`config.mk`:
```
export PLATFORM = sky130hd
export DESIGN_NAME = func_arb_seq
export DESIGN_NICKNAME = d
export VERILOG_FILES = /design/src/rtl/func_arb_seq.sv
export SDC_FILE = /design/constraint.sdc
export NUM_CORES = 1
export LEC_CHECK = 0
export CORE_ASPECT_RATIO = 1.25
export CORE_MARGIN = 2
export CORE_UTILIZATION = 30
export DETAILED_ROUTE_END_ITERATION = 16
export PLACE_DENSITY = 0.53
export SETUP_SLACK_MARGIN = 0.15
export SYNTH_ARGS = -nofsm -noshare
export SYNTH_HDL_FRONTEND = slang
export SYNTH_SLANG_ARGS = --single-unit
```
`constraint.sdc`:
```
create_clock -name clk -period 1.75 [get_ports clk]
set_clock_uncertainty 0.2 [all_clocks]
set_input_delay 0.2625 -clock clk [delete_from_list [all_inputs] [get_ports clk]]
set_output_delay 0.2625 -clock clk [all_outputs]
set_load 0.005 [all_outputs]
```
`src/rtl/func_arb_seq.sv`:
```
// func_arb_seq
// Shares one combinational 4-bit function unit between two requesters (A, B).
// It also runs a 16-code self-test sweep that folds every function-unit result
// into an 8-bit rotate/XOR signature.
//
// Ports
//   clk          single clock, all state updates on the rising edge
//   rst_n        asynchronous active-low reset
//   a_req/a_x    requester A level request and operand; a_ack is A's grant pulse
//   b_req/b_x    requester B level request and operand; b_ack is B's grant pulse
//   fu_x         registered operand driven to the shared function unit
//   fu_y         function unit result (combinational from fu_x)
//   res_y        registered result of the last requester operation
//   res_vld      one-cycle pulse, res_y/res_id valid
//   res_id       owner of res_y (0 = A, 1 = B)
//   sweep_start  level request for a self-test sweep (sampled only in IDLE)
//   sweep_busy   high for the 16 sweep cycles
//   sweep_done   one-cycle pulse when the final signature is presented
//   sweep_sig    sweep signature, held until the next sweep starts
module func_arb_seq (
    input  logic       clk,
    input  logic       rst_n,
    input  logic       a_req,
    input  logic [3:0] a_x,
    output logic       a_ack,
    input  logic       b_req,
    input  logic [3:0] b_x,
    output logic       b_ack,
    output logic [3:0] fu_x,
    input  logic [3:0] fu_y,
    output logic [3:0] res_y,
    output logic       res_vld,
    output logic       res_id,
    input  logic       sweep_start,
    output logic       sweep_busy,
    output logic       sweep_done,
    output logic [7:0] sweep_sig
);

    localparam int DATA_W = 4;
    localparam int SIG_W  = 8;

    typedef enum logic [1:0] {
        IDLE  = 2'd0,
        EXEC  = 2'd1,
        SWEEP = 2'd2
    } state_t;

    state_t              state_q,  state_d;
    logic [DATA_W-1:0]   fu_x_q,   fu_x_d;
    logic [DATA_W-1:0]   res_y_q,  res_y_d;
    logic                res_id_q, res_id_d;
    logic                res_vld_q, res_vld_d;
    logic                a_ack_q,  a_ack_d;
    logic                b_ack_q,  b_ack_d;
    logic                busy_q,   busy_d;
    logic                done_q,   done_d;
    logic [SIG_W-1:0]    sig_q,    sig_d;
    logic [DATA_W-1:0]   cnt_q,    cnt_d;
    // Owner of the operation currently in EXEC (0 = A, 1 = B).
    logic                gnt_q,    gnt_d;
    // Round-robin pointer: 1 when B received the most recent grant.
    logic                last_b_q, last_b_d;

    function automatic logic [SIG_W-1:0] rotl1(input logic [SIG_W-1:0] v);
        return {v[SIG_W-2:0], v[SIG_W-1]};
    endfunction

    function automatic logic [SIG_W-1:0] sig_fold(input logic [SIG_W-1:0] sig,
                                                  input logic [DATA_W-1:0] y);
        return rotl1(sig) ^ {{(SIG_W-DATA_W){1'b0}}, y};
    endfunction

    always_comb begin
        state_d   = state_q;
        fu_x_d    = fu_x_q;
        res_y_d   = res_y_q;
        res_id_d  = res_id_q;
        res_vld_d = 1'b0;
        a_ack_d   = 1'b0;
        b_ack_d   = 1'b0;
        busy_d    = busy_q;
        done_d    = 1'b0;
        sig_d     = sig_q;
        cnt_d     = cnt_q;
        gnt_d     = gnt_q;
        last_b_d  = last_b_q;

        unique case (state_q)
            IDLE: begin
                if (sweep_start) begin
                    // Sweep wins over pending requests; they stay un-acked.
                    state_d = SWEEP;
                    cnt_d   = '0;
                    sig_d   = '0;
                    fu_x_d  = '0;
                    busy_d  = 1'b1;
                end else if (a_req || b_req) begin
                    // On a tie, serve whoever did not get the last grant.
                    if (a_req && (!b_req || last_b_q)) begin
                        gnt_d   = 1'b0;
                        fu_x_d  = a_x;
                        a_ack_d = 1'b1;
                    end else begin
                        gnt_d   = 1'b1;
                        fu_x_d  = b_x;
                        b_ack_d = 1'b1;
                    end
                    last_b_d = gnt_d;
                    state_d  = EXEC;
                end
            end

            EXEC: begin
                // Ack is visible during this cycle; capture the unit's result.
                res_y_d   = fu_y;
                res_id_d  = gnt_q;
                res_vld_d = 1'b1;
                state_d   = IDLE;
            end

            SWEEP: begin
                sig_d  = sig_fold(sig_q, fu_y);
                cnt_d  = cnt_q + 1'b1;
                fu_x_d = fu_x_q + 1'b1;
                if (cnt_q == 4'd15) begin
                    state_d = IDLE;
                    busy_d  = 1'b0;
                    done_d  = 1'b1;
                end
            end

            default: state_d = IDLE;
        endcase
    end

    always_ff @(posedge clk or negedge rst_n) begin
        if (!rst_n) begin
            state_q   <= IDLE;
            fu_x_q    <= '0;
            res_y_q   <= '0;
            res_id_q  <= 1'b0;
            res_vld_q <= 1'b0;
            a_ack_q   <= 1'b0;
            b_ack_q   <= 1'b0;
            busy_q    <= 1'b0;
            done_q    <= 1'b0;
            sig_q     <= '0;
            cnt_q     <= '0;
            gnt_q     <= 1'b0;
            last_b_q  <= 1'b1;
        end else begin
            state_q   <= state_d;
            fu_x_q    <= fu_x_d;
            res_y_q   <= res_y_d;
            res_id_q  <= res_id_d;
            res_vld_q <= res_vld_d;
            a_ack_q   <= a_ack_d;
            b_ack_q   <= b_ack_d;
            busy_q    <= busy_d;
            done_q    <= done_d;
            sig_q     <= sig_d;
            cnt_q     <= cnt_d;
            gnt_q     <= gnt_d;
            last_b_q  <= last_b_d;
        end
    end

    assign fu_x       = fu_x_q;
    assign res_y      = res_y_q;
    assign res_id     = res_id_q;
    assign res_vld    = res_vld_q;
    assign a_ack      = a_ack_q;
    assign b_ack      = b_ack_q;
    assign sweep_busy = busy_q;
    assign sweep_done = done_q;
    assign sweep_sig  = sig_q;

endmodule

```
# After elaboration in Yosys (flattened, before gate mapping)
# Index checks and enable logic that the tools add are counted.
# totals
word_cells,60
mem_bits_rw,0
memories,0
latch_bits,0
rom_bits,0
regBits,30
# classes
add_sub_neg,2
reduce_logical,11
n_shift,0
magnitude_cmp,0
bitwise_logic,2
n_div,0
eq_ne,6
mul,0
mux,26
# ops
operator,count
4-bit 2-to-1 mux,4
4-bit one-hot mux with 2 select lines,2
8-bit one-hot mux with 2 select lines,1
1-bit 2-to-1 mux,13
"4-bit by 1-bit adder with 4-bit output, second input constant",2
8-bit 2-to-1 mux,1
8-bit by 4-bit XOR with 8-bit output,1
2-bit 2-to-1 mux,3
2-bit AND reduction,3
3-bit AND reduction,2
"4-bit equality test, second input constant",1
"2-bit inequality test, second input constant",2
2-bit one-hot mux with 2 select lines,1
"3-bit inequality test, second input constant",1
"2-bit by 1-bit equality test with 1-bit output, second input constant",1
"2-bit equality test, second input constant",1
2-bit logical NOT,1
1-bit logical OR,2
1-bit one-hot mux with 2 select lines,1
2-bit nonzero test,1
1-bit logical AND,1
1-bit logical NOT,1
1-bit inverter,1

# Logic depth before layout (Yosys ltp)
# Gate-level depths: netlist of the first run.
# depth
word_depth,7
mapped_depth,5
depth_no_buf,5

# Least setup slack after synthesis of the first run
# Ideal clock, no wire load.
# synth_path
kind,register -> register
startpoint,reg last_b_q
endpoint,reg fu_x_q[3] (netlist: fu_x[3])
arrival_time_ns,1.388
setup_ns,0.126
path_stages_with_launch,4
setup_slack_ns,0.036
required_ns,1.424
synth_period_minus_slack_ns,1.714
n_path_buf,0
cell_sequence,dfstp_2 > o21ai_1 > mux2_2 > a221o_1
# synth_between
elab_chain_len,6
# synth_lines
item,line_no,source
start: declaration,63,"logic last_b_q, last_b_d;"
start signal: assignment,165,last_b_q <= last_b_d;
1-bit logical OR,100,if (a_req && (!b_req || last_b_q)) begin
1-bit logical AND,100,
4-bit 2-to-1 mux,100,
4-bit 2-to-1 mux,98,end else if (a_req || b_req) begin
4-bit 2-to-1 mux,91,if (sweep_start) begin
4-bit one-hot mux with 2 select lines,89,unique case (state_q)
end signal: assignment,154,fu_x_q <= fu_x_d;
end: declaration,50,"logic [DATA_W-1:0] fu_x_q, fu_x_d;"
# No other way between the ends. The select of a mux whose other input is x is not followed.
# A chain may end at the register's enable or synchronous reset.

# Final worst setup path of the first run
# layout_path
startpoint,reg last_b_q
endpoint,reg gnt_q
# layout_between
elab_chain_len,3
# layout_lines
item,line_no,source
1-bit logical OR,100,
1-bit logical AND,100,
1-bit 2-to-1 mux,100,
end signal: assignment,164,gnt_q <= gnt_d;
end: declaration,61,"logic gnt_q, gnt_d;"
# No other way between the ends.

==> results of run 1 <==
## power by group
group / internal, W / leakage (nW) / switching [W]
Combinational: 0.000910 / 0.654 / 0.000639
Clock: 0.000282 / 0.0395 / 0.000244
Sequential: 0.000988 / 0.367 / 0.000195
Total: 0.00218 / 1.06 / 0.00108
## layout by cell type, fill, tap and decap left out, types with 2 or more instances in the layout
cell / synthesis / routed
inv_1: 4 / 3
mux2i_1: 3 / 3
ha_1: 2 / 2
buf_6: 0 / 2
clkbuf_1: 4 / 3
clkbuf_8: 0 / 5
dlygate4sd2_1: 0 / 12
nand3_1: 2 / 2
dfrtp_2: 0 / 2
a22o_1: 5 / 5
clkdlybuf4s50_1: 0 / 15
nand2_1: 7 / 7
inv_2: 1 / 2
nor2_1: 3 / 3
dlymetal6s2s_1: 0 / 11
dfrtp_1: 29 / 27
mux2_2: 6 / 5
o21a_1: 2 / 2
buf_4: 0 / 24
o21ai_0: 14 / 13
xnor2_1: 4 / 4
## state kept, by name, summed over array words and instances (netlist names)
signal      count
last_b_q        1
a_ack           1
cnt_q           4
sweep_sig       8
res_y           4
res_vld         1
gnt_q           1
fu_x            4
sweep_done      1
state_q         2
b_ack           1
sweep_busy      1
res_id          1
## stage by stage
step / setup WS [ns] / std cells
after global routing: 0.0972 / 231
after global placement: -0.217 / 207
final: 0.135 / 231
after floorplan: 0.154 / 106
after detailed placement: -0.232 / 207
after CTS: 0.0925 / 226
## critical path: cells and delay by family (launching register included)
kind / cells / cell delay, ns
AND/OR/NAND/NOR: 1 / 0.42
buffers and inverters: 1 / 0.12
flip-flops: 1 / 0.56
AO/OA/AOI/OAI: 2 / 0.20
## kinds of logic (layout without fill, tap and decap cells)
group | after synthesis | in the layout | share of synthesized area
AO/OA/AOI/OAI | 31 | 31 | 0.174
XOR/XNOR | 4 | 4 | 0.0274
adder cells (fa/ha/maj) | 2 | 2 | 0.0196
buffers and inverters | 9 | 78 | 0.0264
flip-flops | 30 | 30 | 0.589
multiplexers | 9 | 9 | 0.0764
AND/OR/NAND/NOR | 21 | 21 | 0.0872
## final timing paths
| check | endpoint | cells past startpoint |
|---|---|---|
| worst max-delay path | gnt_q | 4 |
| worst max register to register | gnt_q | 4 |
| worst min register to register | gnt_q | 1 |
| worst min-delay path | a_ack | 1 |
| min in group clk | a_ack | 4 |
| max in group asynchronous | state_q[1] | 2 |
## per-layer routing
layer,global-route usage,share of wire
met1,0.160,0.40
met2,0.242,0.52
met3,0.0440,0.053
met4,0.0822,0.017
met5,0,0
## cell type report
type	instances	area (µm²)
fill	409	2040
sequential	30	754
timing repair buffer	65	616
multi-input combinational	67	522
clock buffer	8	80.1
tap	56	70.1
inverter	5	18.8
## repair_timing
| item | 4_1_cts | 5_1_grt |
|---|---|---|
| buffers inserted | 11 | 5 |
| gates resized for setup | 18 | 17 |
| endpoints found under the setup margin | 20 | 18 |
| pin swaps | 3 | 4 |
==> reports/summary.txt, run 1 <==
worst hold-check path type: input pin to async pin
DRT Pass-1 Iters: 3
die area: 4800 µm²
Seq/Total Area, Yosys: 0.589
Worst-path clk slew: 0.06 ns
Syn Nets: 125
CP Max Fanout: 3
# diodes: 0
CORE AREA: 4100 µm²
total CTS buffers: 5
Post-CTS Hold Buffers: 0
Setup-failing EPs final: 0
Worst Max-Slew Pin Slew: 0.425 ns
leading cell type by number of instances after synthesis: dfrtp_1
quantity of I/O buffers inserted on ports: 38
total gr overflow: 0
Avg Cell Area, Syn: 12.1 µm²
pwr dens: 1580 nW/µm²
Starting Density: 0.312
initial DRC count: 25
top post-synthesis cells by area: dfrtp_1, o21ai_0, mux2_2
Layout area overhead: 61.3%
min cycle time layout: 1.62 ns
WHS: 0.0936 ns
top cell type's share of synthesized area: 0.568
#FFs+latches synth: 30
Leak Pwr: 1.06 nW
final hold vios: 0
CTS tree: built
ratio of cells with drive above 1 in the final layout: 0.286
Post-synth ARST share: 1.00
status: finished clean
Setup TNS Final: 0 ns
critical path required time: 1.71 ns
Yosys top cell by area: dfrtp_1
H-tree levels: 2
GRT Util Overall: 0.144
vias in the first global route: 1169
Tcrit/Tclk final: 0.923
largest net degree at the start of global routing: 14
Synth Instances: 106
crit-path max cell delay: 0.56 ns
Setup crit start: last_b_q
Synth warnings: 0
vias per std cell: 4.62
Max Cap Violations: 0
Antenna Violating Nets Remaining: 0
Post-synth top cells: dfrtp_1, o21ai_0, nand2_1
Post-Syn Area: 1280 µm²
post-synth cell types: 34
initial antenna violation count: 0
Final Power: 0.00326 W
Max Root-Sink Buffers: 2
worst skew pair latency: 0.27 ns
fmax: 619 MHz
gpl congestion: 0.834
Post-synth EDFFs: 0
first-pass GRT wire length: 5.44 mm
final core occ: 0.503
die height: 77.0 µm
critical path class: register to register
R2R Setup Slk: 0.13 ns
Setup crit end kind: register
area post-placement: 1810 µm²
post-route DRC violation count: 0
Worst Path Arrival: 1.58 ns
I/O pins: 39
Slew headroom: 0.716
R2R Path Start: last_b_q
worst vdd ir: 0.741 mV
dominant synthesized flop cell: dfrtp_1
root buffer cell: clkbuf_8
Startpoint Class: register
Via Count: 1068
Final Max Slew Viols: 0
Total Wirelength: 3.23 mm
WL per Instance: 14.0 µm
die width: 62.4 µm
hpwl dp: 2.13 mm
CTS sink count: 30
Nets: 193
critical path, cell by cell: o21ai_4, buf_6, or4_4, o21a_1
# rows: 26
slowest CP cell: dfstp_2
design area: 2060 µm²
RSZ-0062 raised after global routing: true
No activity file was read; power rests on OpenSTA's default activity.
==> inputs of run 2 (changes only) <==
--- a/config.mk
+++ b/config.mk
@@ -8,8 +8,9 @@
 export CORE_ASPECT_RATIO = 1.25
 export CORE_MARGIN = 2
 export CORE_UTILIZATION = 30
+export CTS_CLUSTER_DIAMETER = 40
 export DETAILED_ROUTE_END_ITERATION = 16
-export PLACE_DENSITY = 0.53
+export PLACE_DENSITY = 0.51
 export SETUP_SLACK_MARGIN = 0.15
 export SYNTH_ARGS = -nofsm -noshare
 export SYNTH_HDL_FRONTEND = slang
==> constraint.sdc (replaced) <==
create_clock -name clk -period 2 [get_ports clk]
set_clock_uncertainty 0.2 [all_clocks]
set_input_delay 0.3 -clock clk [delete_from_list [all_inputs] [get_ports clk]]
set_output_delay 0.3 -clock clk [all_outputs]
set_load 0.005 [all_outputs]
==> reports/summary.txt, run 2 (synthesis results as in run 1) <==
status: finished clean
fmax: 572 MHz
Nets: 176 (-8.8%)
final hold vios: 0 (unchanged)
Antenna Violating Nets Remaining: 0 (unchanged)
die area: 4800 µm² (unchanged)
die width: 62.4 µm (unchanged)
CP top delay family: buffers and inverters
footprint of the multi-input gates: 492 µm² (-5.8%)
max reg flops: 8 (unchanged)
WL per Instance: 13.0 µm (-6.9%)
Setup TNS Final: 0 ns (unchanged)
Layout area overhead: 48.6%
Leak Pwr: 0.831 nW (-22%)
Worst Max-Slew Pin Slew: 0.400 ns (-0.0248 ns)
critical path class: input pin to register
Post-CTS Hold Buffers: 0 (unchanged)
GRT Util Overall: 0.133 (-0.0111)
worst hold-check path type: input pin to async pin
initial antenna violation count: 0 (unchanged)
crit-path max cell delay: 0.42 ns (-0.14 ns)
R2R Path Start: state_q[1]
Setup-failing EPs final: 0 (unchanged)
hpwl dp: 2.05 mm (-3.5%)
Max Root-Sink Buffers: 2 (unchanged)
worst vdd ir: 0.681 mV (-8.1%)
Max Cap Violations: 0 (unchanged)
RSZ-0062 raised after global routing: false
DRT Pass-1 Iters: 4 (+1)
CTS sink count: 30 (unchanged)
post-CTS setup buffer count: 0 (-11)
fill count: 405 (-0.98%)
CP Max Fanout: 3 (unchanged)
post-route DRC violation count: 0 (unchanged)
WHS: 0.213 ns (+0.120 ns)
Total Wirelength: 2.79 mm (-14%)
Worst-path clk slew: 0.06 ns (about the same)
critical path required time: 1.96 ns (+0.25 ns)
Final Max Slew Viols: 0 (unchanged)
initial DRC count: 20 (-20%)
quantity of I/O buffers inserted on ports: 38 (unchanged)
WP buf/inv: 3 (+2)
RR Endpoint: fu_x[3]
Worst Path Arrival: 1.70 ns (+0.12 ns)
worst skew pair latency: 0.27 ns (about the same)
pwr dens: 1440 nW/µm² (-8.8%)
slowest CP cell: clkdlybuf4s50_1
Slew headroom: 0.733 (+0.0174)
CTS tree: built
critical path, cell by cell: clkdlybuf4s50_1, buf_4, o41ai_4, or3_4, inv_2, a221o_1
gpl congestion: 0.794 (-4.7%)
final core occ: 0.463 (-0.0397)
first-pass GRT wire length: 4.93 mm (-9.4%)
min cycle time layout: 1.75 ns
largest net degree at the start of global routing: 31 (+17)
most common cell after layout, fill and taps aside: clkdlybuf4s50_1
Startpoint Class: input pin
placed insts: 206 (-0.48%)
final non-filler cell total: 214 (-7.4%)
Tcrit/Tclk final: 0.874
commonest non-fill, non-tap cells in the layout: clkdlybuf4s50_1, dfrtp_1, o21ai_0
ratio of cells with drive above 1 in the final layout: 0.177 (-0.108)
Starting Density: 0.312 (unchanged)
R2R Setup Slk: 0.29 ns (+0.16 ns)
# rows: 26 (unchanged)
die height: 77.0 µm (unchanged)
Via Count: 992 (-7.1%)
H-tree levels: 2 (unchanged)
root buffer cell: clkbuf_8
total gr overflow: 0 (unchanged)
# diodes: 0 (unchanged)
post_cts resized: 0 (-18)
setup ws final: 0.252 ns (+0.118 ns)
pre-CTS WS: -0.0363 ns (+0.196 ns)
vias per std cell: 4.64 (+0.26%)
CORE AREA: 4100 µm² (unchanged)
total CTS buffers: 5 (unchanged)
vias in the first global route: 1044 (-11%)
I/O pins: 39 (unchanged)
Setup crit end kind: register
FF-to-FF path depth: 4 (unchanged)
Sequential Area: 752 µm² (-0.33%)
==> run 2: metrics by stage <==
step / power [W] / instance area (µm²)
floorplan: 0.00160 / 1280
global placement: 0.00218 / 1790
detailed placement: 0.00221 / 1790
CTS: 0.00279 / 1900
global route: 0.00296 / 1900
finish: 0.00274 / 1900
==> run 2: worst reg2reg max path, stage by stage (launching register included) <==
cell and delay [ns]:
dfrtp_1 0.47, o41ai_4 0.40, or3_4 0.18, inv_2 0.04, a221o_1 0.31
==> run 2: where the power goes <==
part	internal, W	switching [W]	total (W)
clock	0.000347	0.000207	0.000553
sequential	0.000862	0.000209	0.00107
combinational	0.000678	0.000435	0.00111
total	0.00189	0.000850	0.00274
==> run 2: worst max-delay path by stage <==
stage | start | to | slack, ns | cells past startpoint
after floorplan | last_b_q | fu_x[3] | 0.29 | 3
after global placement | b_req | fu_x[3] | 0.008 | 6
after detailed placement | b_req | fu_x[3] | -0.04 | 6
after CTS | b_req | fu_x[3] | 0.25 | 6
after global routing | b_req | fu_x[3] | 0.19 | 6
final | b_req | fu_x[3] | 0.25 | 6
==> run 2: area by class of cell <==
| class | instances | area share |
|---|---|---|
| inverters | 5 | 0.00989 |
| well taps | 56 | 0.0369 |
| multi-input cells | 67 | 0.259 |
| clock buffers | 8 | 0.0580 |
| repair buffers | 48 | 0.240 |
| flip-flops and latches | 30 | 0.396 |
==> run 2: routing by layer <==
| layer | GRT usage | part of all wire | vias to the layer above | wire, µm |
|---|---|---|---|---|
| met5 | 0 | 0 | - | 0 |
| li1 | - | - | 483 | - |
| met3 | 0.0425 | 0.047 | 7 | 131 |
| met2 | 0.205 | 0.49 | 29 | 1360 |
| met4 | 0.0711 | 0.023 | 0 | 64 |
| met1 | 0.164 | 0.44 | 473 | 1230 |
